--- src/rtl/ups_da_sched.sv ---
`default_nettype none
// ============================================================================
//  Module   : ups_da_sched
//  Purpose  : Two-channel DAC update scheduler. Host and control-loop codes
//             are coalesced into one pending slot per channel and issued to
//             the DAC serializer with a busy handshake, a busy-rise timeout
//             and a minimum idle gap between transactions.
//  Ports    : clk, rst_n (async assert, active-low), en (issue enable)
//             hst_dv0/1, hst_data0/1 : host update strobes and codes
//             ctl_dv0/1, ctl_data0/1 : control-loop update strobes and codes
//             da_busy                : serializer busy
//             da_dv0/1, da_data0/1   : issue strobes and held issued codes
//             pend, drop_cnt, err, err_clr, idle : status
//  Revision : 1.0 - initial release
// ============================================================================
module ups_da_sched #(
    parameter int GAP_CYC = 16,
    parameter int BUSY_TO = 8
) (
    input  logic        clk,
    input  logic        rst_n,
    input  logic        en,
    input  logic        hst_dv0,
    input  logic        hst_dv1,
    input  logic [11:0] hst_data0,
    input  logic [11:0] hst_data1,
    input  logic        ctl_dv0,
    input  logic        ctl_dv1,
    input  logic [11:0] ctl_data0,
    input  logic [11:0] ctl_data1,
    input  logic        da_busy,
    output logic        da_dv0,
    output logic        da_dv1,
    output logic [11:0] da_data0,
    output logic [11:0] da_data1,
    output logic [1:0]  pend,
    output logic [7:0]  drop_cnt,
    output logic        err,
    input  logic        err_clr,
    output logic        idle
);

    localparam int c_gap_w = (GAP_CYC > 0) ? $clog2(GAP_CYC + 1) : 1;
    localparam int c_tmr_w = (BUSY_TO > 1) ? $clog2(BUSY_TO) : 1;
    localparam logic [c_gap_w-1:0] c_gap_load = c_gap_w'(GAP_CYC);
    localparam logic [c_tmr_w-1:0] c_tmr_last = c_tmr_w'(BUSY_TO - 1);

    typedef enum logic [2:0] {
        ST_IDLE      = 3'd0,
        ST_ISSUE     = 3'd1,
        ST_WAIT_BUSY = 3'd2,
        ST_WAIT_DONE = 3'd3,
        ST_GAP       = 3'd4
    } state_t;

    state_t              state_q, state_d;
    logic [1:0]          pend_q, pend_d;
    logic [11:0]         pdata_q [2];
    logic [11:0]         pdata_d [2];
    logic [11:0]         hold_q  [2];
    logic [11:0]         hold_d  [2];
    logic [7:0]          drop_q, drop_d;
    logic                err_q, err_d;
    logic [c_tmr_w-1:0]  tmr_q, tmr_d;
    logic [c_gap_w-1:0]  gap_q, gap_d;

    logic [1:0]          w_hst_dv, w_ctl_dv, w_issuing;
    logic [11:0]         w_hst_data [2];
    logic [11:0]         w_ctl_data [2];
    logic [2:0]          w_drops;
    logic [8:0]          w_drop_sum;
    logic                w_timeout;

    assign w_hst_dv      = {hst_dv1, hst_dv0};
    assign w_ctl_dv      = {ctl_dv1, ctl_dv0};
    assign w_hst_data[0] = hst_data0;
    assign w_hst_data[1] = hst_data1;
    assign w_ctl_data[0] = ctl_data0;
    assign w_ctl_data[1] = ctl_data1;

    // Channels issued in the current cycle: every pending channel while in ISSUE.
    assign w_issuing = (state_q == ST_ISSUE) ? pend_q : 2'b00;

    // Pending slots, issued-code hold registers and drop accounting.
    always_comb begin
        pend_d  = pend_q;
        pdata_d = pdata_q;
        hold_d  = hold_q;
        w_drops = 3'd0;
        for (int k = 0; k < 2; k++) begin
            if (w_issuing[k]) begin
                hold_d[k] = pdata_q[k];
            end
            if (w_hst_dv[k] || w_ctl_dv[k]) begin
                // Host wins a same-cycle collision; the control code is lost.
                pend_d[k]  = 1'b1;
                pdata_d[k] = w_hst_dv[k] ? w_hst_data[k] : w_ctl_data[k];
                if (w_hst_dv[k] && w_ctl_dv[k]) begin
                    w_drops = w_drops + 3'd1;
                end
                // A refill of a channel that is leaving this cycle loses nothing.
                if (pend_q[k] && !w_issuing[k]) begin
                    w_drops = w_drops + 3'd1;
                end
            end else if (w_issuing[k]) begin
                pend_d[k] = 1'b0;
            end
        end
        w_drop_sum = {1'b0, drop_q} + {6'd0, w_drops};
        drop_d     = (w_drop_sum > 9'd255) ? 8'hFF : w_drop_sum[7:0];
    end

    // Transaction sequencing.
    always_comb begin
        state_d   = state_q;
        tmr_d     = tmr_q;
        gap_d     = gap_q;
        w_timeout = 1'b0;
        case (state_q)
            ST_IDLE: begin
                if (en && (pend_q != 2'b00) && !da_busy) begin
                    state_d = ST_ISSUE;
                end
            end
            ST_ISSUE: begin
                state_d = ST_WAIT_BUSY;
                tmr_d   = '0;
            end
            ST_WAIT_BUSY: begin
                if (da_busy) begin
                    state_d = ST_WAIT_DONE;
                end else if (tmr_q == c_tmr_last) begin
                    w_timeout = 1'b1;
                    state_d   = ST_GAP;
                    gap_d     = c_gap_load;
                end else begin
                    tmr_d = tmr_q + 1'b1;
                end
            end
            ST_WAIT_DONE: begin
                if (!da_busy) begin
                    gap_d   = c_gap_load;
                    state_d = (GAP_CYC == 0) ? ST_IDLE : ST_GAP;
                end
            end
            ST_GAP: begin
                // The cycle that sees the count at one (or zero after a
                // timeout with no gap) is the last GAP cycle.
                if (gap_q <= c_gap_w'(1)) begin
                    state_d = ST_IDLE;
                    gap_d   = '0;
                end else begin
                    gap_d = gap_q - 1'b1;
                end
            end
            default: state_d = ST_IDLE;
        endcase
        // A timeout in the same cycle as err_clr keeps err set.
        err_d = w_timeout ? 1'b1 : (err_clr ? 1'b0 : err_q);
    end

    always_ff @(posedge clk or negedge rst_n) begin
        if (!rst_n) begin
            state_q <= ST_IDLE;
            pend_q  <= 2'b00;
            pdata_q <= '{default: '0};
            hold_q  <= '{default: '0};
            drop_q  <= 8'd0;
            err_q   <= 1'b0;
            tmr_q   <= '0;
            gap_q   <= '0;
        end else begin
            state_q <= state_d;
            pend_q  <= pend_d;
            pdata_q <= pdata_d;
            hold_q  <= hold_d;
            drop_q  <= drop_d;
            err_q   <= err_d;
            tmr_q   <= tmr_d;
            gap_q   <= gap_d;
        end
    end

    assign da_dv0   = w_issuing[0];
    assign da_dv1   = w_issuing[1];
    assign da_data0 = w_issuing[0] ? pdata_q[0] : hold_q[0];
    assign da_data1 = w_issuing[1] ? pdata_q[1] : hold_q[1];
    assign pend     = pend_q;
    assign drop_cnt = drop_q;
    assign err      = err_q;
    assign idle     = (state_q == ST_IDLE) && (pend_q == 2'b00);

endmodule
`default_nettype wire

--- config.mk ---
export PLATFORM = sky130hd
export DESIGN_NAME = ups_da_sched
export DESIGN_NICKNAME = d
export VERILOG_FILES = /design/src/rtl/ups_da_sched.sv
export SDC_FILE = /design/constraint.sdc
export NUM_CORES = 1
export LEC_CHECK = 0
export ABC_CLOCK_PERIOD_IN_PS = 3700
export CORE_MARGIN = 3
export CORE_UTILIZATION = 45
export CTS_BUF_LIST = sky130_fd_sc_hd__clkbuf_8
export DETAILED_ROUTE_END_ITERATION = 8
export PLACE_DENSITY = 0.77
export RECOVER_POWER = 50
export SLEW_MARGIN = 20
export SYNTH_ARGS = -nofsm -noshare
export SYNTH_HDL_FRONTEND = slang
export SYNTH_SLANG_ARGS = --single-unit
--- constraint.sdc ---
create_clock -name clk -period 3.7 [get_ports clk]
set_clock_uncertainty 0.15 [all_clocks]
set_input_delay 0.37 -clock clk [delete_from_list [all_inputs] [get_ports clk]]
set_output_delay 0.37 -clock clk [all_outputs]
set_load 0.005 [all_outputs]
# Word-level counts from Yosys, hierarchy flattened
# Cells that the tools add are included.
dict set report totals {
  input_bits 57
  reg_bits 70
  wordCells 91
  output_inout_bits 38
}
dict set report classes {
  n_eq_ne 12
  n_reduce_logical 23
  n_lt_le_gt_ge 2
  muxes 37
  n_addsub 6
}
# operator count
set ops {}
lappend ops {{12-bit 2-to-1 mux} 4}
lappend ops {{3-bit 2-to-1 mux} 14}
lappend ops {{5-bit 2-to-1 mux} 4}
lappend ops {{3-bit one-hot mux with 5 select lines} 1}
lappend ops {{5-bit one-hot mux with 3 select lines} 1}
lappend ops {{3-bit by 1-bit adder with 3-bit output (second input constant)} 4}
lappend ops {{2-bit inequality test (second input constant)} 6}
lappend ops {{1-bit 2-to-1 mux} 10}
lappend ops {{2-bit nonzero test} 5}
lappend ops {{8-bit by 3-bit adder with 9-bit output} 1}
lappend ops {{9-bit by 8-bit > comparator with 1-bit output (second input constant)} 1}
lappend ops {{8-bit 2-to-1 mux} 1}
lappend ops {{4-bit AND reduction} 2}
lappend ops {{1-bit logical AND} 7}
lappend ops {{3-bit by 2-bit == test with 1-bit output (second input constant)} 2}
lappend ops {{3-bit == test (second input constant)} 2}
lappend ops {{3-bit one-hot mux with 2 select lines} 1}
lappend ops {{5-bit by 1-bit <= comparator with 1-bit output (second input constant)} 1}
lappend ops {{5-bit by 1-bit subtractor with 5-bit output (second input constant)} 1}
lappend ops {{3-bit by 1-bit == test with 1-bit output (second input constant)} 1}
lappend ops {{1-bit logical NOT} 3}
lappend ops {{3-bit logical NOT} 1}
lappend ops {{3-bit inequality test (second input constant)} 1}
lappend ops {{3-bit AND reduction} 1}
lappend ops {{other kinds (4)} 5}

# Longest topological paths before layout
# Gate-level depths: netlist of run 1.
dict set report logic_depth {
  depth_word 15
  ltp_mapped 17
  depth_no_buf 16
}

# Worst setup path before layout of run 1
# Ideal clock, no wire load.
dict set report synth_timing {
  kind {register to register}
  startpoint {register state_q[1]}
  endpoint {register drop_q[7] (netlist: drop_cnt[7])}
  n_path_buf 1
  setup_time_ps 125
  arrival_ps 3631
  slack_ps -205
  stages_incl_launch_ff 17
  synth_period_minus_slack_ps 3905
  required_ps 3425
  cell_sequence {dfrtp_1 -> clkbuf_2 -> or3b_4 -> and2_2 -> ha_1 -> o21ai_0 -> inv_1 -> ha_1 -> mux2_2 -> ha_1 -> o2111ai_1 -> o211ai_1 -> ha_1 -> a21oi_1 -> o21ai_0 -> nand3_1 -> mux2_2}
}
dict set report synth_via {
  elab_chain_len 15
  word_cells_on_any_way 17
  cone_classes {3 x add/sub; 1 x order compare; 1 x eq/ne; 8 x mux; 4 x reduce/logical}
}
# item line
set synth_rtl {}
lappend synth_rtl {{start, declared} 56} ;# state_t state_q, state_d;
lappend synth_rtl {{start signal, assigned} 173} ;# state_q <= state_d;
lappend synth_rtl {{3-bit by 1-bit == test with 1-bit output *} 82} ;# assign w_issuing = (state_q == ST_ISSUE) ? pend_q : 2'b00;
lappend synth_rtl {{2-bit 2-to-1 mux *} 82}
lappend synth_rtl {{1-bit logical NOT} 102} ;# if (pend_q[k] && !w_issuing[k]) begin
lappend synth_rtl {{1-bit logical AND} 102}
lappend synth_rtl {{3-bit 2-to-1 mux} 102}
lappend synth_rtl {{3-bit 2-to-1 mux} 94} ;# if (w_hst_dv[k] || w_ctl_dv[k]) begin
lappend synth_rtl {{3-bit by 1-bit adder with 3-bit output} 99} ;# w_drops = w_drops + 3'd1;
lappend synth_rtl {{3-bit 2-to-1 mux} 98} ;# if (w_hst_dv[k] && w_ctl_dv[k]) begin
lappend synth_rtl {{3-bit 2-to-1 mux} 94}
lappend synth_rtl {{3-bit by 1-bit adder with 3-bit output} 103} ;# w_drops = w_drops + 3'd1;
lappend synth_rtl {{3-bit 2-to-1 mux} 102}
lappend synth_rtl {{3-bit 2-to-1 mux *} 94}
lappend synth_rtl {{8-bit by 3-bit adder with 9-bit output *} 109} ;# w_drop_sum = {1'b0, drop_q} + {6'd0, w_drops};
lappend synth_rtl {{9-bit by 8-bit > comparator with 1-bit output} 110} ;# drop_d = (w_drop_sum > 9'd255) ? 8'hFF : w_drop_sum[7:0];
lappend synth_rtl {{8-bit 2-to-1 mux *} 110}
lappend synth_rtl {{named net drop_d[7]} 62} ;# logic [7:0] drop_q, drop_d;
lappend synth_rtl {{end signal, assigned} 177} ;# drop_q <= drop_d;
lappend synth_rtl {{end, declared} 62}
# The timed path passes the listed nets; every way through them passes the cells marked *. The select of a mux whose other input is x is not followed.
# A chain may end at the register's enable or synchronous reset.

# Final worst setup path of run 1
# Ends and elaborated chain as after synthesis.

==> flow_summary.yaml, run 1 <==
global_route:
  grt_overflow: 0
  grt_max_degree: 34
  antenna_found_initial: 1
  grt_pass1_wl_um: 12400
  first_global_vias: 2702
  gr-usage-all-layers_pct: 18.0
yosys:
  syn_nets: 369
  syn_inst: 301
  syn_area_sq_mm: 0.00337
  synth_flop_cell: "dfrtp_1"
  postSynth.asyncResetShare_pct: 100
  ys_ff_latch: 70
  yosysSeqAreaShare_pct: 52.0
  yosysWarnings: 0
  postSynthAreaPerCell_sq_um: 11.2
  ys_types: 46
  synth_edf_count: 0
setup_path:
  crit_start: "state_q[1]"
  critPathLaunchType: "flop"
  worstPathMaxFanout: 2
  rrSetupSlack_ns: 0.16
  crit_required_ns: 3.77
  end_kind: "flop"
  rr_startpoint: "state_q[1]"
  crit_arrival_ns: 3.61
  critical_path_class: "reg -> reg"
layout:
  drive_above_1_share_pct: 17.9
  multiInputGateArea_sq_mm: 0.00158
  fin_util_pct: 67.0
  syn2layout_area_growth_pct: 39.7
  final_nets: 477
  postLayoutCellArea_sq_mm: 0.00471
  fill_cells: 565
  regArea_sq_mm: 0.00175
  final_cells: 510
job:
  maxCapViolations: 1
route:
  drc: 0
  vias: 2570
  vias_per_cell: 5.04
  first_pass_iters: 4
  drt_iter0_drc: 53
  wl_per_cell_um: 14.5
  ant_nets: 0
  wl_um: 7370
clock_tree:
  cts_buffers: 9
  cts.sinks: 70
  cts_root_buf: "clkbuf_8"
  htreeDepth: 3
  cts_tree: "yes"
  path_clk_slew_ns: 0.07
  clkLatencyLatePin_ns: 0.33
  cts.path.max_buffers: 2
min_path:
  hold_start: "hold_q[9]"
  hold_path.class: "reg -> reg"
sta:
  finalMaxSlewViolations: 34
  rsz0062_at_grt: "false"
  hold_violations: 0
  tightest_slew_ns: 1.82
  period_share_pct: 95.7
  fmax_mhz: 282
  relSlewSlack_pct: -21.4
  fin_hold_ws_ns: 0.349
  setup_viol: 0
  fin_crit_ns: 3.54
power_and_ir_drop:
  ir_worst_vdd_v: 0.000433
  powerDensity_mw_per_mm2: 693
  p_leak_nw: 2.08
placement:
  dp_hpwl_um: 5350
  globalplace.congestion: 0.819
  dpl_cell_area_sq_mm: 0.00446
  dp.cells: 489
  port_buffers: 94
status:
  status: "complete, but fails checks"
  violations: "capacitance limit, slew limit"
floorplan:
  die_x_um: 92.5
  dieArea_sq_mm: 0.00856
  io_pins: 95
  core_sq_mm: 0.00702
  rows: 30
  die_height_um: 92.5
  initial_core_util_pct: 48.0
cells by family (layout without fill, tap and decap cells):
logic type	count (synthesis)	after routing	synth area share, %
compound gates	58	58	10.0
xor+xnor	5	5	1.30
fa+ha+maj	12	12	4.64
buf+inv	26	138	3.94
flops	70	70	52.0
mux	52	52	16.5
other cells	0	1	0
simple gates	78	78	11.7
path summary, 6_finish.rpt:
path	endpoint	cells after the start
max	drop_cnt[7]	15
max in group asynchronous	pdata_q[11]	3
min reg2reg	hold_q[9]	1
min	hold_q[9]	1
min in group asynchronous	tmr_q[0]	2
max reg2reg	drop_cnt[7]	15
layer usage:
| metal | vias to the layer above | wire length (um) | track usage [%] |
|---|---|---|---|
| met5 | - | 0 | 0 |
| met1 | 1231 | 3130 | 22.2 |
| met4 | 0 | 41 | 3.71 |
| met2 | 63 | 3760 | 30.3 |
| met3 | 7 | 442 | 6.42 |
| li1 | 1269 | - | - |
sequential cells by signal (all words and copies together) (netlist names):
register,flops
hold_q,24
pdata_q,24
drop_cnt,8
gap_q,5
state_q,3
tmr_q,3
pend,2
err,1
cell usage in the layout, fill, tap and decap left out, drive strengths merged, types with 2 or more instances in the layout:
master and n:
a21oi 5, a22o 2, and2 6, buf 11, clkbuf 16, clkdlybuf4s50 91, clkinv 2, clkinvlp 2
dfrtp 70, dlygate4sd3 3, ha 10, inv 13, mux2 27, mux2i 25, nand2 37, nand2b 4
nand3 5, nand3b 2, nand4 3, nor2 7, nor2b 3, nor3b 2, o2111ai 2, o211ai 2
o21ai 40, or3 2, or3b 2, xnor2 3, xor2 2
timing repair:
| item | CTS | global route |
|---|---|---|
| pin swaps | 6 | 5 |
| gates resized for setup | 4 | 7 |
| hold buffers | 1 | 0 |
| buffers inserted | 2 | 2 |
| endpoints found under the hold margin | 31 | 0 |
| setup endpoints to repair | 3 | 8 |
layout make-up:
class	instances	share of cell area (%)
flip-flops and latches	70	37.2
clock buffers	9	2.63
repair buffers	112	22.4
clock inverters	6	0.691
multi-input cells	205	33.6
diodes	1	0.0532
well taps	96	2.55
inverters	11	0.877
stage by stage:
stage,worst slack [ns],TNS [ns],total power (W)
finish,0.160,0,0.00326
global route,0.00115,0,0.00352
CTS,0.0352,0,0.00327
detailed placement,-0.0965,-0.208,0.00270
global placement,0.00524,0,0.00267
floorplan,-0.0586,-0.0586,0.00199
where the power goes:
part / total, W / leakage, nW / switching, W / internal, W
Clock: 0.000502 / 0.0835 / 0.000271 / 0.000232
Combinational: 0.00161 / 1.14 / 0.000646 / 0.000959
Sequential: 0.00115 / 0.847 / 0.000132 / 0.00102
cells in the mapped netlist (all sizes together) (2+ instances only):
cell	n	area [sq um]
nor2	7	26.3
nor2b	3	18.8
or3	2	13.8
nand3b	2	15.0
nand2b	4	25.0
and2	6	41.3
o2111ai	2	17.5
nor3b	2	15.0
a21oi	5	25.0
buf	10	71.3
xnor2	3	26.3
clkbuf	5	20.0
dfrtp	70	1750
mux2i	25	250
o21ai	40	200
nand2	37	139
xor2	2	17.5
ha	10	125
nand3	5	25.0
nand4	3	18.8
a22o	2	17.5
or3b	2	20.0
o211ai	2	15.0
mux2	27	304
inv	11	41.3
critical path, cell delays in order (launching register included):
cell and delay (ns):
dfrtp_1 0.38, or3b_4 0.40, and2_4 0.18, ha_4 0.26, o21ai_2 0.06, inv_2 0.07
ha_4 0.19, mux2_4 0.29, ha_4 0.27, o2111ai_2 0.12, o211ai_1 0.13, ha_1 0.26
a21oi_2 0.18, o21ai_2 0.09, nand3_1 0.08, mux2_2 0.33
Note: power is estimated with default switching activity, not from simulation.
==> run 2, diff against run 1 <==
CORE_MARGIN = 4   (was 3)
==> flow_summary.yaml, run 2 (same netlist as run 1, synthesis figures left out) <==
clock_tree:
  cts_buffers: 9
  path_clk_slew_ns: 0.08
  htreeDepth: 3
  clkLatencyLatePin_ns: 0.34
  cts.path.max_buffers: 2
  cts.sinks: 70
  cts_tree: "yes"
  cts_root_buf: "clkbuf_8"
route:
  drt_iter0_drc: 77
  first_pass_iters: 4
  vias: 2638
  drc: 0
  ant_nets: 0
  vias_per_cell: 5.13
  wl_per_cell_um: 14.8
  wl_um: 7630
global_route:
  grt_pass1_wl_um: 12700
  gr-usage-all-layers_pct: 18.1
  first_global_vias: 2801
  grt_overflow: 0
  grt_max_degree: 36
  antenna_found_initial: 0
placement:
  dp.cells: 493
  dp_hpwl_um: 5460
  globalplace.congestion: 0.784
  dpl_cell_area_sq_mm: 0.00447
  port_buffers: 94
  dp_worst_setup_slack_ns: -0.113
sta:
  relSlewSlack_pct: -25.9
  hold_violations: 0
  fin_crit_ns: 3.59
  fin_setup_tns_ns: 0
  period_share_pct: 96.9
  setup_viol: 0
  fin_ws_ns: 0.113
  finalMaxSlewViolations: 36
  fmax_mhz: 279
  tightest_slew_ns: 1.89
setup_path:
  end_kind: "flop"
  critPathLaunchType: "flop"
  rr_startpoint: "state_q[2]"
  worstPathMaxFanout: 4
  crit_arrival_ns: 3.67
  reg2reg_depth: 15
  rrSetupSlack_ns: 0.11
  crit_required_ns: 3.78
  r2r-end: "drop_cnt[6]"
  critical_path_class: "reg -> reg"
power_and_ir_drop:
  ir_worst_vdd_v: 0.000411
  p_sw_w: 0.00110
  power_frac_clock_pct: 15.9
  p_leak_nw: 2.10
  p_comb_share_pct: 49.5
  powerDensity_mw_per_mm2: 700
  internal_power_w: 0.00224
  p_seq_share_pct: 34.7
  swShare_pct: 32.9
floorplan:
  dieArea_sq_mm: 0.00894
  io_pins: 95
  die_x_um: 94.5
  die_height_um: 94.5
  core_sq_mm: 0.00725
  rows: 31
  initial_core_util_pct: 46.5
layout:
  drive_above_1_share_pct: 19.5
  diodes: 0
  layout_common_cells: "91 x clkdlybuf4s50_1, 70 x dfrtp_1, 37 x nand2_1, 37 x o21ai_0"
  final_common_cell: "clkdlybuf4s50_1"
  postLayoutCellArea_sq_mm: 0.00477
  final_cells: 514
  syn2layout_area_growth_pct: 41.5
  final_nets: 479
status:
  violations: "capacitance limit, slew limit"
  status: "complete, but fails checks"
min_path:
  hold_start: "hold_q[6]"
  min_path_cells: 1
  hold_path.class: "reg -> reg"
  hold_end: "hold_q[6]"
job:
  maxCapViolations: 1
==> run 2: critical path, cell delays in order (launching register included) <==
cell,delay (ns)
dfrtp_1,0.39
or3b_4,0.40
and2_4,0.18
ha_4,0.26
o21ai_2,0.05
inv_2,0.06
ha_4,0.19
mux2_4,0.28
ha_4,0.28
o2111ai_4,0.12
o211a_1,0.17
fa_2,0.37
nor2b_4,0.16
o2111ai_2,0.15
nor3_1,0.20
a21oi_1,0.06
==> run 2: final cells by class <==
type | instances | area [sq um]
Timing Repair Buffer | 114 | 1080
Clock inverter | 6 | 40.0
Inverter | 11 | 41.3
Tap cell | 99 | 124
Sequential cell | 70 | 1750
Clock buffer | 9 | 124
Multi-Input combinational cell | 205 | 1610
Fill cell | 597 | 2480
==> run 2: through the flow <==
stage	util [%]	total power [W]	hold slack, ns
after floorplan	-	0.00199	-0.0756
after detailed placement	61.7	0.00271	0.335
after CTS	64.4	0.00328	0.353
final	65.7	0.00334	0.349
after global routing	65.7	0.00359	0.368
after global placement	61.7	0.00267	0.330
==> run 2: power groups by stage <==
stage / Clock [W] / Combinational (W) / Sequential [W]
6_report: 0.000530 / 0.00165 / 0.00116
2_1_floorplan: 0 / 0.000844 / 0.00114
3_3_place_gp: 0 / 0.00151 / 0.00116
4_1_cts: 0.000544 / 0.00158 / 0.00116
5_1_grt: 0.000575 / 0.00182 / 0.00119
3_5_place_dp: 0 / 0.00154 / 0.00117
==> run 2: timing repair <==
action / 4_1_cts / 5_1_grt
setup endpoints to repair: 7 / 8
gates resized for setup: 3 / 13
setup buffers: 0 / 5
pin swaps: 8 / 11
hold buffers: 1 / 0
hold endpoints to repair: 33 / 0
==> run 2: routing by layer <==
| layer | global-route usage (%) | part of all wire, % | vias up |
|---|---|---|---|
| met2 | 31.1 | 50 | 63 |
| li1 | - | - | 1276 |
| met4 | 5.41 | 1.3 | 0 |
| met1 | 21.7 | 42 | 1288 |
| met3 | 5.98 | 6.0 | 11 |
| met5 | 0 | 0 | - |
==> run 2: worst max path at each step <==
stage	startpoint	to	slack [ns]	depth (start not counted)
floorplan	state_q[1]	drop_cnt[7]	-0.06	16
global placement	hst_dv0	drop_cnt[7]	0.002	16
detailed placement	hst_dv0	drop_cnt[7]	-0.11	15
CTS	state_q[1]	drop_cnt[6]	0.01	15
global route	state_q[2]	drop_cnt[6]	-0.01	15
finish	state_q[2]	drop_cnt[6]	0.11	15
==> run 3, diff against run 2 <==
CORE_UTILIZATION = 33   (was 45)
PLACE_DENSITY = 0.59   (was 0.77)
SLEW_MARGIN = 0   (was 20)
==> flow_summary.yaml, run 3 (same netlist as run 1, synthesis figures left out) <==
clock_tree:
  cts.path.max_buffers: 2
  cts_tree: "yes"
  cts.sinks: 70
  path_clk_slew_ns: 0.07
  htreeDepth: 3
  clkLatencyLatePin_ns: 0.34
  cts_buffers: 9
  cts_root_buf: "clkbuf_8"
status:
  status: "complete, no violations"
sta:
  finalMaxSlewViolations: 0
  fin_crit_ns: 3.59
  relSlewSlack_pct: 9.64
  fin_ws_ns: 0.113
  hold_violations: 0
  period_share_pct: 97.0
  fmax_mhz: 279
  setup_viol: 0
  tightest_slew_ns: 1.36
  rsz0062_at_grt: "false"
  fin_setup_tns_ns: 0
min_path:
  hold_path.class: "reg -> reg"
  min_path_cells: 1
  hold_end: "hold_q[23]"
  hold_start: "hold_q[23]"
placement:
  dp_hpwl_um: 5760
  port_buffers: 94
  dp_worst_setup_slack_ns: -0.0584
  globalplace.congestion: 0.742
  dp.cells: 527
route:
  ant_nets: 0
  wl_per_cell_um: 14.4
  vias_per_cell: 4.71
  drc: 0
  first_pass_iters: 4
  vias: 2571
  drt_iter0_drc: 88
  wl_um: 7890
floorplan:
  die_height_um: 109
  initial_core_util_pct: 34.2
  rows: 36
  core_sq_mm: 0.00986
  dieArea_sq_mm: 0.0119
  die_x_um: 109
  io_pins: 95
power_and_ir_drop:
  ir_worst_vdd_v: 0.000335
  powerDensity_mw_per_mm2: 709
  p_leak_nw: 2.09
  finalPower_w: 0.00340
setup_path:
  crit_required_ns: 3.77
  end_kind: "flop"
  rrSetupSlack_ns: 0.11
  rr_startpoint: "state_q[2]"
  r2r-end: "drop_cnt[7]"
  crit_start: "state_q[2]"
  critical_path_class: "reg -> reg"
  critPathLaunchType: "flop"
  reg2reg_depth: 16
  crit_arrival_ns: 3.65
  worstPathMaxFanout: 3
global_route:
  grt_max_degree: 47
  gr-usage-all-layers_pct: 13.7
  antenna_found_initial: 0
  first_global_vias: 2707
  grt_pass1_wl_um: 12800
  grt_overflow: 0
layout:
  fin_util_pct: 48.6
  final_cells: 546
  drive_above_1_share_pct: 17.7
  diodes: 0
  final_nets: 476
  final_common_cell: "clkdlybuf4s50_1"
  layout_common_cells: "81 x clkdlybuf4s50_1, 70 x dfrtp_1, 37 x nand2_1, 37 x o21ai_0, 26 x mux2_2"
  syn2layout_area_growth_pct: 42.2
job:
  maxCapViolations: 0
run 3: cell count changes in the layout (fill, tap and decap cells not counted), moves of 2 or more:
cell | before | now
clkdlybuf4s50_1 | 91 | 81
dlygate4sd3_1 | 3 | 13
buf_4 | 17 | 9
clkbuf_1 | 3 | 7
bufinv_16 | 0 | 2
inv_1 | 10 | 12
run 3: through the flow:
stage                     hold WS [ns]  cell area, sq um
after floorplan                -0.0756              3410
after global placement           0.245              4510
after detailed placement         0.248              4510
after CTS                        0.353              4750
after global routing             0.364              4790
final                            0.349              4790
run 3: critical path, stage by stage (launching register included):
cell and delay (ns):
dfrtp_1 0.38, or3b_4 0.39, and2_4 0.18, ha_4 0.20
o21ai_2 0.06, inv_1 0.06, ha_1 0.28, mux2_4 0.29
ha_4 0.16, nand3_2 0.08, nand4_1 0.14, o311ai_2 0.12
ha_1 0.30, nor2b_4 0.15, o211ai_1 0.21, nand2_1 0.08
mux2_2 0.26
run 3: power breakdown:
group | leakage, nW | switching (W) | total [W] | internal, W
logic | 1.14 | 0.000648 | 0.00157 | 0.000926
clock network | 0.110 | 0.000291 | 0.000667 | 0.000376
registers | 0.847 | 0.000137 | 0.00116 | 0.00102
total | 2.09 | 0.00108 | 0.00340 | 0.00232
run 3: area by class of cell:
type	count	area, sq um
multi-input cells	205	1580
fillers	922	5070
inverters	11	41.3
well taps	133	166
clock buffers	9	124
clock inverters	7	90.1
repair buffers	111	1040
flip-flops and latches	70	1750
run 3: per-layer routing:
layer	routed length [um]	GRT usage [%]
met1	3340	16.8
met2	3930	22.5
met3	554	5.57
met4	61	3.52
met5	0	0
run 3: worst max path at each step:
stage | endpoint | slack, ns | cells past startpoint
after floorplan | drop_cnt[7] | -0.06 | 16
after global placement | drop_cnt[7] | 0.001 | 15
after detailed placement | drop_cnt[7] | -0.06 | 16
after CTS | drop_cnt[7] | 0.01 | 15
after global routing | drop_cnt[6] | 0.006 | 15
final | drop_cnt[7] | 0.11 | 16
run 3: what timing repair did:
action                                  in CTS  in global routing
pin swaps                                    6                  6
endpoints found under the setup margin       2                  8
setup buffers                                0                  2
hold buffers                                 1                  0
endpoints found under the hold margin       24                  0
resized for setup                            4                  8
